`src/rtl/traffic_phase_ctrl.sv`:
```
// rtl/traffic_phase_ctrl.sv - round-robin multi-approach signal sequencer with flash override
// Pedestrian walk phase and request latch are built only when TRAFFIC_PED_EN is defined.
module traffic_phase_ctrl #(
    parameter int NUM_DIR    = 2,
    parameter int GREEN_CYC  = 20,
    parameter int YELLOW_CYC = 4,
    parameter int ALLRED_CYC = 2,
    parameter int WALK_CYC   = 10,
    parameter int FLASH_HALF = 8,
    parameter int CNT_W      = 8
) (
    input  logic                       clk,
    input  logic                       rst_n,
    input  logic                       en,
    input  logic                       flash_req,
    input  logic                       ped_req,
    output logic [NUM_DIR-1:0]         red,
    output logic [NUM_DIR-1:0]         yellow,
    output logic [NUM_DIR-1:0]         green,
    output logic                       walk,
    output logic                       ped_ack,
    output logic [$clog2(NUM_DIR)-1:0] active_dir
);
    localparam int DW = $clog2(NUM_DIR);

    typedef enum logic [2:0] {S_ALLRED, S_GREEN, S_YELLOW, S_WALK, S_FLASH} state_t;

    state_t             state, state_d;
    logic [CNT_W-1:0]   timer, timer_d;
    logic [DW-1:0]      dir_d, next_dir, next_dir_d;
    logic               flash_on, flash_on_d;
    logic               ped_go;
    logic [NUM_DIR-1:0] hot, red_d, yellow_d, green_d;

    always_ff @(posedge clk or negedge rst_n) begin
        if (!rst_n) begin
            state      <= S_ALLRED;
            timer      <= CNT_W'(ALLRED_CYC - 1);
            active_dir <= '0;
            next_dir   <= '0;
            flash_on   <= 1'b0;
            red        <= '1;
            yellow     <= '0;
            green      <= '0;
        end else begin
            state      <= state_d;
            timer      <= timer_d;
            active_dir <= dir_d;
            next_dir   <= next_dir_d;
            flash_on   <= flash_on_d;
            red        <= red_d;
            yellow     <= yellow_d;
            green      <= green_d;
        end
    end

    // Flash entry bypasses en; everything else advances only on enabled cycles.
    always_comb begin
        state_d    = state;
        timer_d    = timer;
        dir_d      = active_dir;
        next_dir_d = next_dir;
        flash_on_d = flash_on;
        if (flash_req) begin
            if (state != S_FLASH) begin
                state_d    = S_FLASH;
                timer_d    = CNT_W'(FLASH_HALF - 1);
                flash_on_d = 1'b1;
            end else if (en) begin
                if (timer == '0) begin
                    timer_d    = CNT_W'(FLASH_HALF - 1);
                    flash_on_d = ~flash_on;
                end else begin
                    timer_d = timer - CNT_W'(1);
                end
            end
        end else if (en) begin
            if (state == S_FLASH) begin
                state_d    = S_ALLRED;
                timer_d    = CNT_W'(ALLRED_CYC - 1);
                next_dir_d = '0;
            end else if (timer != '0) begin
                timer_d = timer - CNT_W'(1);
            end else begin
                case (state)
                    S_ALLRED: begin
                        if (ped_go) begin
                            state_d = S_WALK;
                            timer_d = CNT_W'(WALK_CYC - 1);
                        end else begin
                            state_d = S_GREEN;
                            timer_d = CNT_W'(GREEN_CYC - 1);
                            dir_d   = next_dir;
                        end
                    end
                    S_GREEN: begin
                        state_d = S_YELLOW;
                        timer_d = CNT_W'(YELLOW_CYC - 1);
                    end
                    S_YELLOW: begin
                        state_d    = S_ALLRED;
                        timer_d    = CNT_W'(ALLRED_CYC - 1);
                        next_dir_d = (active_dir == DW'(NUM_DIR - 1)) ? '0 : active_dir + DW'(1);
                    end
                    default: begin
                        state_d = S_ALLRED;
                        timer_d = CNT_W'(ALLRED_CYC - 1);
                    end
                endcase
            end
        end
    end

    // Lamps are decoded from the next state so they register on the same edge.
    always_comb begin
        hot      = {{(NUM_DIR-1){1'b0}}, 1'b1} << dir_d;
        red_d    = '1;
        yellow_d = '0;
        green_d  = '0;
        case (state_d)
            S_GREEN: begin
                green_d = hot;
                red_d   = ~hot;
            end
            S_YELLOW: begin
                yellow_d = hot;
                red_d    = ~hot;
            end
            S_FLASH: red_d = {NUM_DIR{flash_on_d}};
            default: red_d = '1;
        endcase
    end

`ifdef TRAFFIC_PED_EN
    logic ped_pending, ped_pending_d, walk_entry;

    assign ped_go        = ped_pending;
    assign walk_entry    = (state_d == S_WALK) && (state != S_WALK);
    assign ped_pending_d = (ped_pending & ~walk_entry) | ped_req;

    always_ff @(posedge clk or negedge rst_n) begin
        if (!rst_n) begin
            ped_pending <= 1'b0;
            walk        <= 1'b0;
            ped_ack     <= 1'b0;
        end else begin
            ped_pending <= ped_pending_d;
            walk        <= (state_d == S_WALK);
            ped_ack     <= walk_entry;
        end
    end
`else
    logic unused_ped_req;

    assign unused_ped_req = ped_req;
    assign ped_go         = 1'b0;
    assign walk           = 1'b0;
    assign ped_ack        = 1'b0;
`endif
endmodule

```
`config.mk`:
```
export PLATFORM = sky130hd
export DESIGN_NAME = traffic_phase_ctrl
export DESIGN_NICKNAME = d
export VERILOG_FILES = /design/src/rtl/traffic_phase_ctrl.sv
export SDC_FILE = /design/constraint.sdc
export NUM_CORES = 1
export LEC_CHECK = 0
export BUFFER_PORTS_ARGS = -buffer_cell sky130_fd_sc_hd__buf_2
export CAP_MARGIN = 20
export CORE_AREA = 5 5 61 63
export DETAILED_ROUTE_END_ITERATION = 8
export DIE_AREA = 0 0 66 68
export PLACE_DENSITY_LB_ADDON = 0.05
export SYNTH_ARGS = -nofsm -noshare
export SYNTH_HDL_FRONTEND = slang
export SYNTH_SLANG_ARGS = --single-unit
```
`constraint.sdc`:
```
create_clock -name clk -period 1.8 [get_ports clk]
set_input_delay 0.09 -clock clk [delete_from_list [all_inputs] [get_ports clk]]
set_output_delay 0.09 -clock clk [all_outputs]
set_load 0.01 [all_outputs]
```
Word-level counts from Yosys, hierarchy flattened
Index checks and enable logic that the tools add are counted.

Flip-flop bits (word level): 20. Input port bits: 5. Output and inout bits: 9. Logic and storage cells: 61.

Add/sub/neg operators: 2. Eq/ne operators: 8. Shift-type cells: 1. Mux-type cells: 30. Bitwise logic cells: 3. Reductions and logical operators: 9.

Operators with widths (count): 2-to-1 mux 8 bit (7); 2-to-1 mux 3 bit (5); 2-to-1 mux 1 bit (13); case mux 5 bit (2 select lines) (1); zero test 8 bit (1); case mux 2 bit (2 select lines) (2); nonzero test 8 bit (1); subtractor 8 x 1 -> 8 bit (second input constant) (1); equality test 3 x 1 -> 1 bit (second input constant) (2); equality test 3 x 2 -> 1 bit (second input constant) (2); equality test 3 bit (second input constant) (2); nonzero test 2 bit (3); 2-to-1 mux 2 bit (2); AND reduction 4 bit (1); zero test 3 bit (1); != test 3 bit (second input constant) (1); != test 2 bit (second input constant) (1); NOT 1 bit (2); NOT 2 bit (1); AND reduction 2 bit (1); OR reduction 2 bit (1); left shift 1 x 1 -> 2 bit (first input constant) (1); adder 1 bit (second input constant) (1).

Logic depth before layout (Yosys ltp)
Gate-level depths: netlist (run 1).

Word-level depth: 9. Depth in mapped cells: 7. Depth with buffers taken out: 7.

Worst setup path after synthesis (run 1)
OpenSTA, ideal clock, no wires.

Path type: flip-flop to flip-flop. Start: reg timer[1]. End: reg green[0]. Setup time: 0.111 ns. Arrival time: 1.845 ns. Data required time: 1.689 ns. Path slack: -0.156 ns. Stages on the path, launching flop included: 7. Buffers on the path: 0. Period minus slack after synthesis: 1.956 ns. Cells stage by stage: dfrtp_1 > inv_1 > ha_1 > nor4b_4 > nand3_2 > or3_4 > a2111oi_2.

Word-level cells in the longest chain between the ends: 7. Elaborated cells on any way between the ends: 12. Classes of those cells: eq/ne (1); shift (1); mux (9); reduce/logical (1).

RTL lines: from (decl) (line 29) `logic [CNT_W-1:0] timer, timer_d;`; from (signal assigned) (line 38) `timer <= CNT_W'(ALLRED_CYC - 1);`; from (signal assigned) (line 47) `timer <= timer_d;`; nonzero test 8 bit * (line 82) `end else if (timer != '0) begin`; 2-to-1 mux 3 bit / 2-to-1 mux 1 bit (equally long branches) (line 82); 2-to-1 mux 3 bit / 2-to-1 mux 1 bit (equally long branches) (line 78) `if (state == S_FLASH) begin`; 2-to-1 mux 3 bit / 2-to-1 mux 1 bit (equally long branches) (line 77) `end else if (en) begin`; 2-to-1 mux 3 bit / 2-to-1 mux 1 bit (equally long branches) (line 64) `if (flash_req) begin`; equality test 3 x 1 -> 1 bit / left shift 1 x 1 -> 2 bit (equally long branches) (line 120, 116); 2-to-1 mux 2 bit * (line 120) `case (state_d)`; via green_d[0] (line 33) `logic [NUM_DIR-1:0] hot, red_d, yellow_d, green_d;`; to (signal assigned) (line 53) `green <= green_d;`; to (decl) (line 19) `output logic [NUM_DIR-1:0] green,`.

The timed path passes the listed nets; every way through them passes the cells marked *. A chain may end at the register's enable or synchronous reset.

Worst setup path in the final report (run 1)
Start: reg timer[1]. End: reg green[1].

Same word-level chain as after synthesis.

==> results of run 1 <==
registers in the layout (all words and copies together) (netlist names):
signal	count
active_dir	1
timer	8
red	2
flash_on	1
next_dir	1
yellow	2
state	3
green	2
stage by stage:
step	setup WS (ns)	instance area, sq um
4_1_cts	-0.145	1560
3_3_place_gp	-0.204	1420
5_1_grt	-0.261	1590
6_report	-0.143	1590
3_5_place_dp	-0.263	1420
2_1_floorplan	-0.140	1220
final timing paths:
kind | start | to | slack (ns)
worst max-delay path | timer[1]$_DFFE_PN0P_ | green[1]$_DFF_PN0_ | -0.14
worst min-delay path | flash_req | state[0]$_DFF_PN0_ | 0.21
worst max register to register | timer[1]$_DFFE_PN0P_ | green[1]$_DFF_PN0_ | -0.14
worst min register to register | flash_on$_DFF_PN0_ | flash_on$_DFF_PN0_ | 0.55
max in group asynchronous | rst_n | red[1]$_DFF_PN1_ | 1.20
min in group asynchronous | rst_n | timer[1]$_DFFE_PN0P_ | 0.26
power by group through the flow:
stage                     registers (mW)  logic (mW)  clock network, mW
after global placement             0.542       0.334                  0
after detailed placement           0.543       0.338                  0
after global routing               0.544       0.439              0.308
after floorplan                    0.543       0.201                  0
final                              0.536       0.399              0.268
after CTS                          0.537       0.381              0.276
cell families after synthesis:
logic type      Yosys count  synth area share [%]
fa+ha+maj                 1                  1.04
buf+inv                  18                  6.32
simple gates             37                  19.3
flops                    20                  41.8
compound gates           45                  28.4
other cells               1                 0.311
mux                       3                  2.90
synth_stat cells, types with 2 or more instances:
cell type | instances | area [sq um]
nand2_1 | 7 | 26.3
o22ai_1 | 2 | 12.5
dfrtp_1 | 17 | 425
clkbuf_1 | 7 | 26.3
nor3_1 | 5 | 25.0
a211oi_1 | 4 | 30.0
a21o_1 | 3 | 22.5
a32oi_1 | 2 | 17.5
dfstp_2 | 3 | 78.8
a2111oi_2 | 2 | 30.0
buf_4 | 2 | 15.0
nand2b_1 | 3 | 18.8
o21ai_0 | 4 | 20.0
a21oi_1 | 7 | 35.0
a31oi_1 | 2 | 12.5
nor3b_1 | 2 | 15.0
a31o_2 | 3 | 26.3
inv_1 | 7 | 26.3
nor2_1 | 5 | 18.8
nand4_1 | 3 | 18.8
metal layers:
metal  GRT usage [%]  vias to the layer above
li1                -                      528
met1            18.8                      548
met2            27.9                       13
met3            2.46                        2
met4            3.81                        0
met5               0                        -
layout make-up:
type / count / area, sq um
multi-input cells: 88 / 733
well taps: 46 / 57.6
repair buffers: 33 / 229
clock buffers: 4 / 36.3
fillers: 306 / 1590
inverters: 8 / 30.0
flip-flops and latches: 20 / 504
worst max-delay path: stages (launching register included):
cell       delay (ns)
dfrtp_1          0.41
inv_2            0.08
ha_4             0.15
nor4b_4          0.36
nand3_2          0.12
or3_4            0.39
a2111oi_4        0.34
repair_timing:
| action | in CTS | in global routing |
|---|---|---|
| endpoints found under the setup margin | 16 | 18 |
| endpoints found under the hold margin | 17 | 0 |
| pin swaps | 5 | 5 |
| resized for setup | 14 | 6 |
| setup buffers | 3 | 1 |
| hold buffers | 1 | 0 |
placed cells by master (no fill, tap or decap), drive strengths merged, types with 3 or more instances in the layout:
| cell | Yosys | routed |
|---|---|---|
| buf | 3 | 32 |
| a211oi | 4 | 4 |
| a21o | 4 | 4 |
| clkbuf | 7 | 4 |
| a31o | 3 | 3 |
| inv | 8 | 8 |
| o21ai | 5 | 5 |
| nor2 | 5 | 5 |
| nand2b | 3 | 3 |
| a21oi | 7 | 7 |
| nand4 | 3 | 3 |
| dfrtp | 17 | 17 |
| dfstp | 3 | 3 |
| nand2 | 7 | 7 |
| nor3 | 5 | 5 |
==> qor.csv, run 1 <==
stage;metric;value;unit
status;status;complete, but fails checks;
status;violated checks;negative setup slack;
floorplan;Initial Util;38.0;%
power;switching part of the total;32.7;%
timing;RSZ-0062 raised after global routing;yes;
logic_synthesis;ys async rst share;100;%
logic_synthesis;number of synthesized flops with an enable pin;0;
timing;fmax;0.515;GHz
floorplan;DIE AREA;0.00449;sq mm
drt;wire length on met1;1360;um
logic_synthesis;Post-Syn Area;0.00121;sq mm
timing;worst setup margin;-0.143;ns
drt;initial DRC count;45;
logic_synthesis;Synthesis Warnings;0;
cts;Worst-path clk slew;0.12;ns
drt;WL per Instance;15.3;um
drt;number of vias in the routed layout;1091;
logic_synthesis;Syn Inst Count;125;
drt;final routed DRC violation total;0;
timing;period utilization;108;%
power;Power Internal;0.809;mW
drt;DR top layer;met4;
critical_path;Arr. time, crit path;2.15;ns
power;Clock Power Share;22.3;%
critical_path;Crit Path Max Fanout;6;
cts;# H-tree levels;1;
global_routing;first-pass GRT wire length;5270;um
cells_and_area;Finished Layout Cells;199;
global_routing;vias in the first global route;1085;
power;Max IR drop VDD;0.358;mV
power;Logic pwr share;33.1;%
logic_synthesis;register area share after synthesis;41.8;%
critical_path;crit end category;flop;
global_routing;GRT Total Usage;15.3;%
timing;final setup violating endpoints;7;
drt;post-route ant nets;0;
critical_path;WP data required;2.01;ns
critical_path;Worst Setup Start Kind;flop;
global_routing;gr ovfl total;0;
critical_path;Setup CP Type;reg2reg;
logic_synthesis;number of distinct library cells after synthesis;55;
place;port bufs;10;
timing;Slew Limit Fails;0;
drt;WL met2;1590;um
floorplan;num rows;21;
floorplan;die height;68;um
cells_and_area;area grow syn2layout;31.7;%
timing;Fin Hold WS;0.209;ns
cts;Clk Latency, worst-skew pair;0.30;ns
floorplan;io pins;14;
cts;clk sinks;20;
cells_and_area;Final Core Density;50.0;%
cts;Clock Tree Buf Depth;2;
power;leak pwr;0.662;nW
timing;fin crit period;1.94;ns
cells_and_area;ANT cells;0;
cells_and_area;share of layout cells above drive strength 1;44.4;%
global_routing;initial antenna violation count;0;
drt;drt pass-1 iters;4;
cells_and_area;# nets final;160;
place;GPL Wtd Cong;0.785;
global_routing;largest net degree at the start of global routing;25;
power;switching power;0.394;mW
cts;CTS root buf;clkbuf_4;
timing;Worst Skew;0.000815;ns
critical_path;FF-to-FF path depth;6;
floorplan;Core Region;0.00318;sq mm
logic_synthesis;Syn Area/Cell;9.66;sq um
timing;setup_tns;-0.557;ns
flow_run;maxcap violations;0;
logic_synthesis;most common flop cell mapped by yosys;dfrtp_1;
hold_path;WHS Path Cells;2;
logic_synthesis;Synth Register Bits;20;
floorplan;Die Wd;66;um
timing;Hold Vio Cnt, Final;0;
power;Pwr Density;757;mW/mm^2
drt;DR WL met3;78;um
place;Inst Count DP;190;
drt;vias per cell;5.48;
drt;final WL;3050;um
power;Reg power frac;44.6;%
hold_path;worst hold path type;in2reg;
cts;CTS tree;built;
cts;Num CTS Buffers;3;
place;DP HPWL;2310;um
power;Power Total;1.20;mW
Note: power is estimated with default switching activity, not from simulation.
==> run 2: changes to the inputs <==
--- a/config.mk
+++ b/config.mk
@@ -10,7 +10,7 @@
 export CORE_AREA = 5 5 61 63
 export DETAILED_ROUTE_END_ITERATION = 8
 export DIE_AREA = 0 0 66 68
-export PLACE_DENSITY_LB_ADDON = 0.05
+export PLACE_DENSITY_LB_ADDON = 0.1
 export SYNTH_ARGS = -nofsm -noshare
 export SYNTH_HDL_FRONTEND = slang
 export SYNTH_SLANG_ARGS = --single-unit
==> run 2 against run 1 <==
  * The flow still finishes with violations (negative setup slack)
  * Final area grew 1.6%
  * Combinational power grew 4%
  * Worst setup slack gained 0.049 ns
  * Flip-flop and latch count is the same
  * Count of clock-buffer cells in the layout is the same
  * Worst hold slack lost 0.17 ns
  * Global-route usage grew 0.29 points
  * Largest cell class unchanged
  * Routed wire length grew 3.1%
  * Register-to-register slack gained 0.05 ns
  * Sequential power is essentially flat
  * Critical path type unchanged
  * First-iteration DRC count shrank 2.2%
  * Highest routed layer unchanged
  * Via count is essentially flat
==> qor.csv, run 2 (synthesis results as in run 1) <==
stage;metric;value;unit
status;status;complete, but fails checks;
status;violated checks;negative setup slack;
cells_and_area;area grow syn2layout;33.8;%
place;Placed Area;0.00145;sq mm
floorplan;Core Region;0.00318;sq mm
critical_path;Setup CP Type;reg2reg;
power;Max IR drop VDD;0.339;mV
drt;final routed DRC violation total;0;
drt;initial DRC count;44;
critical_path;CP delay by family, top;simple AND/OR/NAND/NOR gates;
cells_and_area;final instance area;0.00162;sq mm
critical_path;Arr. time, crit path;2.10;ns
critical_path;Crit Path Max Fanout;5;
timing;RSZ-0062 raised after global routing;yes;
power;leak pwr;0.680;nW
cells_and_area;commonest non-fill, non-tap cell in the layout;buf_4;
critical_path;slowest cell delay on critical path;0.44;ns
cells_and_area;# nets final;164;
global_routing;vias in the first global route;1121;
drt;number of vias in the routed layout;1092;
hold_path;worst hold path type;in2reg;
drt;WL per Instance;15.5;um
floorplan;Initial Util;38.0;%
cells_and_area;Sequential Area;504;sq um
cts;Num CTS Buffers;3;
cells_and_area;biggest regs;timer (8), state (3);
critical_path;Cell Chain, Critical Path;inv_2 > ha_4 > nor4b_4 > buf_6 > nand3_4 > or3_4 > a2111oi_4;
floorplan;DIE AREA;0.00449;sq mm
critical_path;crit end category;flop;
timing;final setup violating endpoints;5;
critical_path;Max stage delay cell, worst path;or3_4;
timing;worst setup margin;-0.0941;ns
timing;Hold Vio Cnt, Final;0;
timing;Slew Limit Fails;0;
cells_and_area;Final Core Density;50.8;%
timing;setup_tns;-0.274;ns
cells_and_area;most frequent cells in the layout;buf_4, dfrtp_1, buf_2, nand2_1, a21oi_1;
critical_path;WP data required;2.01;ns
cells_and_area;fill count;302;
cts;# H-tree levels;1;
floorplan;die height;68;um
power;switching part of the total;32.7;%
place;DP HPWL;2330;um
drt;post-route ant nets;0;
power;Pwr Density;755;mW/mm^2
cells_and_area;ANT cells;0;
timing;Worst Skew;0.00252;ns
global_routing;initial antenna violation count;0;
critical_path;WP buf/inv;2;
place;GPL Wtd Cong;0.782;
drt;wire length on met1;1380;um
cts;CTS root buf;clkbuf_4;
global_routing;largest net degree at the start of global routing;25;
drt;drt pass-1 iters;4;
cts;Clk Latency, worst-skew pair;0.30;ns
drt;final WL;3150;um
critical_path;Worst Setup Start Kind;flop;
drt;DR WL met3;80;um
drt;vias per cell;5.38;
cts;Worst-path clk slew;0.12;ns
cts;clk sinks;20;
global_routing;gr ovfl total;0;
drt;DR top layer;met4;
flow_run;maxcap violations;0;
cts;CTS tree;built;
timing;fmax;0.528;GHz
drt;WL met2;1670;um
power;Logic pwr share;34.0;%
power;Reg power frac;44.2;%
global_routing;first-pass GRT wire length;5290;um
cells_and_area;area of the multi-input gates;724;sq um
place;port bufs;10;
power;switching power;0.398;mW
timing;period utilization;105;%
power;Power Internal;0.821;mW
timing;fin crit period;1.89;ns
global_routing;GRT Total Usage;15.6;%
cells_and_area;Top reg by flops;timer;
cells_and_area;share of layout cells above drive strength 1;43.9;%
power;Clock Power Share;21.9;%
floorplan;io pins;14;
floorplan;Die Wd;66;um
cells_and_area;max reg flops;8;
cts;Clock Tree Buf Depth;2;
floorplan;num rows;21;
[run 2: changes by cell type in the layout (fill, tap and decap cells not counted), moves of 2 or more]
cell and change:
o21ai_1 +2, buf_4 +3, nand2_1 +2, o21ai_0 -2
[run 2: per-layer routing]
layer / track usage (%) / vias to the layer above
li1: - / 537
met1: 18.6 / 546
met2: 28.4 / 7
met3: 3.12 / 2
met4: 4.57 / 0
met5: 0 / -
[run 2: cell type report]
type | count | share of cell area, %
Multi-Input combinational cell | 88 | 44.8
Sequential cell | 20 | 31.2
Timing Repair Buffer | 37 | 16.3
Inverter | 8 | 1.86
Tap cell | 46 | 3.56
Clock buffer | 4 | 2.25
[run 2: path summary, 6_finish.rpt]
check	to	cells after the start	start	slack, ns
min	state[1]$_DFF_PN0_	2	flash_req	0.04
max	green[1]$_DFF_PN0_	7	timer[1]$_DFFE_PN0P_	-0.09
max reg2reg	green[1]$_DFF_PN0_	7	timer[1]$_DFFE_PN0P_	-0.09
max in group asynchronous	red[1]$_DFF_PN1_	2	rst_n	1.19
min reg2reg	flash_on$_DFF_PN0_	2	flash_on$_DFF_PN0_	0.56
min in group asynchronous	timer[4]$_DFFE_PN0P_	2	rst_n	0.26
[run 2: power by group through the flow]
stage               clock network (mW)  registers, mW  logic (mW)
finish                           0.266          0.538       0.414
global route                     0.308          0.545       0.458
CTS                              0.285          0.538       0.385
detailed placement                   0          0.543       0.349
global placement                     0          0.541       0.343
floorplan                            0          0.543       0.201
[run 2: per-stage QoR]
stage	hold WS, ns	worst slack [ns]	power (mW)	instances
floorplan	-0.206	-0.140	0.744	126
global placement	0.0658	-0.177	0.884	194
detailed placement	0.0727	-0.234	0.892	194
CTS	0.0255	-0.101	1.21	201
global route	0.0480	-0.163	1.31	203
finish	0.0412	-0.0941	1.22	203
[run 2: repair_timing]
action	CTS	global route
pin swaps	2	6
setup buffers	2	2
endpoints found under the hold margin	17	0
gates resized for setup	11	9
setup endpoints to repair	14	12
hold buffers	1	0
gates cloned	0	0
[run 2: worst register-to-register path, cell delays in order (launching register included)]
cell and delay (ns):
dfrtp_1 0.41, inv_2 0.08, ha_4 0.15, nor4b_4 0.20, buf_6 0.17, nand3_4 0.07
or3_4 0.44, a2111oi_4 0.29
==> run 3: changes to the inputs <==
==> constraint.sdc (replaced) <==
create_clock -name clk -period 2.15 [get_ports clk]
set_input_delay 0.1075 -clock clk [delete_from_list [all_inputs] [get_ports clk]]
set_output_delay 0.1075 -clock clk [all_outputs]
set_load 0.05 [all_outputs]
==> run 3 against run 2 <==
  * The run now ends clean
  * Worst hold slack improved by 0.13 ns
  * Worst setup slack improved by 0.22 ns
  * Flip-flop and latch count did not move
  * Final area fell by 11%
  * Sequential power fell by 14%
  * Die area did not move
==> qor.csv, run 3 (synthesis results as in run 1) <==
stage;metric;value;unit
power;Logic pwr share;26.3;%
power;switching power;0.332;mW
cells_and_area;commonest non-fill, non-tap cell in the layout;dfrtp_1;
cells_and_area;Final Core Density;45.1;%
critical_path;Arr. time, crit path;2.23;ns
power;Reg power frac;44.1;%
global_routing;GRT Total Usage;14.7;%
critical_path;Cell Chain, Critical Path;inv_1 > ha_4 > nor4b_4 > buf_4 > nand3_2 > or3_4 > a2111oi_2;
cts;CTS root buf;clkbuf_4;
timing;fin crit period;2.03;ns
global_routing;first-pass GRT wire length;5040;um
timing;fmax;0.493;GHz
place;Inst Count DP;179;
timing;setup_tns;0;ns
critical_path;crit end category;flop;
drt;final WL;2830;um
global_routing;initial antenna violation count;0;
place;GPL Wtd Cong;0.769;
cells_and_area;fill count;307;
power;Max IR drop VDD;0.311;mV
drt;WL per Instance;15.1;um
cts;Worst-path clk slew;0.12;ns
cts;clk sinks;20;
critical_path;CP delay by family, top;simple AND/OR/NAND/NOR gates;
floorplan;Core Region;0.00318;sq mm
place;port bufs;10;
power;Pwr Density;733;mW/mm^2
timing;Slew Limit Fails;0;
floorplan;Initial Util;38.0;%
drt;initial DRC count;86;
drt;vias per cell;5.58;
cells_and_area;ANT cells;0;
cells_and_area;biggest regs;timer (8), state (3);
power;Clock Power Share;29.5;%
cells_and_area;max reg flops;8;
timing;final setup violating endpoints;0;
status;status;finished clean;
critical_path;WP data required;2.35;ns
global_routing;largest net degree at the start of global routing;25;
cells_and_area;area grow syn2layout;18.8;%
critical_path;WP buf/inv;2;
floorplan;DIE AREA;0.00449;sq mm
cells_and_area;# nets final;148;
critical_path;slowest cell delay on critical path;0.40;ns
power;Power Internal;0.718;mW
power;switching part of the total;31.6;%
timing;Worst Skew;0.00287;ns
cts;# H-tree levels;1;
floorplan;die height;68;um
cts;Clock Tree Buf Depth;2;
global_routing;gr ovfl total;0;
floorplan;Die Wd;66;um
hold_path;worst hold path type;in2reg;
cells_and_area;share of layout cells above drive strength 1;30.5;%
cts;CTS tree;built;
critical_path;Worst Setup Start Kind;flop;
floorplan;io pins;14;
floorplan;num rows;21;
place;DP HPWL;2050;um
drt;post-route ant nets;0;
cells_and_area;Finished Layout Cells;187;
cells_and_area;Top reg by flops;timer;
drt;final routed DRC violation total;0;
global_routing;vias in the first global route;996;
drt;drt pass-1 iters;4;
flow_run;maxcap violations;0;
critical_path;Crit Path Max Fanout;6;
timing;period utilization;94.3;%
timing;Hold Vio Cnt, Final;0;
critical_path;Setup CP Type;reg2reg;
cts;Clk Latency, worst-skew pair;0.30;ns
cells_and_area;most frequent cells in the layout;dfrtp_1, buf_2, buf_4;
cts;Num CTS Buffers;3;
power;leak pwr;0.597;nW
drt;number of vias in the routed layout;1043;
timing;RSZ-0062 raised after global routing;no;
critical_path;Max stage delay cell, worst path;dfrtp_1;
-- run 3: final timing paths --
check,end,slack [ns],startpoint,depth (start not counted)
min reg2reg,timer[0]$_DFFE_PN1P_,0.54,timer[0]$_DFFE_PN1P_,2
max,green[0]$_DFF_PN0_,0.12,timer[1]$_DFFE_PN0P_,7
max reg2reg,green[0]$_DFF_PN0_,0.12,timer[1]$_DFFE_PN0P_,7
min,state[0]$_DFF_PN0_,0.18,flash_req,2
max in group asynchronous,red[0]$_DFF_PN1_,1.53,rst_n,2
min in group asynchronous,timer[3]$_DFFE_PN0P_,0.27,rst_n,2
-- run 3: power by group through the flow --
stage | Clock (mW) | Sequential [mW] | Combinational (mW)
after floorplan | 0 | 0.476 | 0.171
after global placement | 0 | 0.463 | 0.256
after detailed placement | 0 | 0.465 | 0.258
after CTS | 0.328 | 0.462 | 0.263
after global routing | 0.345 | 0.472 | 0.305
final | 0.310 | 0.464 | 0.276
-- run 3: stage by stage --
step           hold WS [ns]  setup WS [ns]  power [mW]  area [sq um]
4_1_cts               0.156         0.0362        1.05          1400
3_3_place_gp         0.0828         0.0872       0.720          1330
6_report              0.176          0.123        1.05          1430
5_1_grt               0.167         0.0104        1.12          1430
2_1_floorplan        -0.188          0.194       0.647          1210
3_5_place_dp         0.0856        0.00230       0.723          1330
-- run 3: layout make-up --
| cell class | instances | area [sq um] | area share [%] |
|---|---|---|---|
| clock buffers | 3 | 22.5 | 1.57 |
| well taps | 46 | 57.6 | 4.01 |
| flip-flops and latches | 20 | 504 | 35.2 |
| repair buffers | 20 | 128 | 8.90 |
| clock inverters | 1 | 30.0 | 2.09 |
| inverters | 8 | 30.0 | 2.09 |
| multi-input cells | 89 | 662 | 46.2 |
-- run 3: routing by layer --
layer	GRT usage, %	up-vias	share of wire (%)
li1	-	511	-
met1	20.1	504	46
met2	23.5	26	49
met3	2.13	2	3.9
met4	6.09	0	0.74
met5	0	-	0
-- run 3: worst reg2reg max path: cells and delay by family, from the launching register on --
family / cells / cell delay, ns
buf+inv: 2 / 0.28
fa+ha+maj: 1 / 0.17
compound gates: 1 / 0.36
flops: 1 / 0.40
simple gates: 3 / 0.71
-- run 3: what timing repair did --
action	in CTS	in global routing
gates cloned	1	0
hold buffers	1	0
buffers inserted	0	2
endpoints found under the hold margin	17	0
gates resized for setup	0	3
endpoints found under the setup margin	2	9
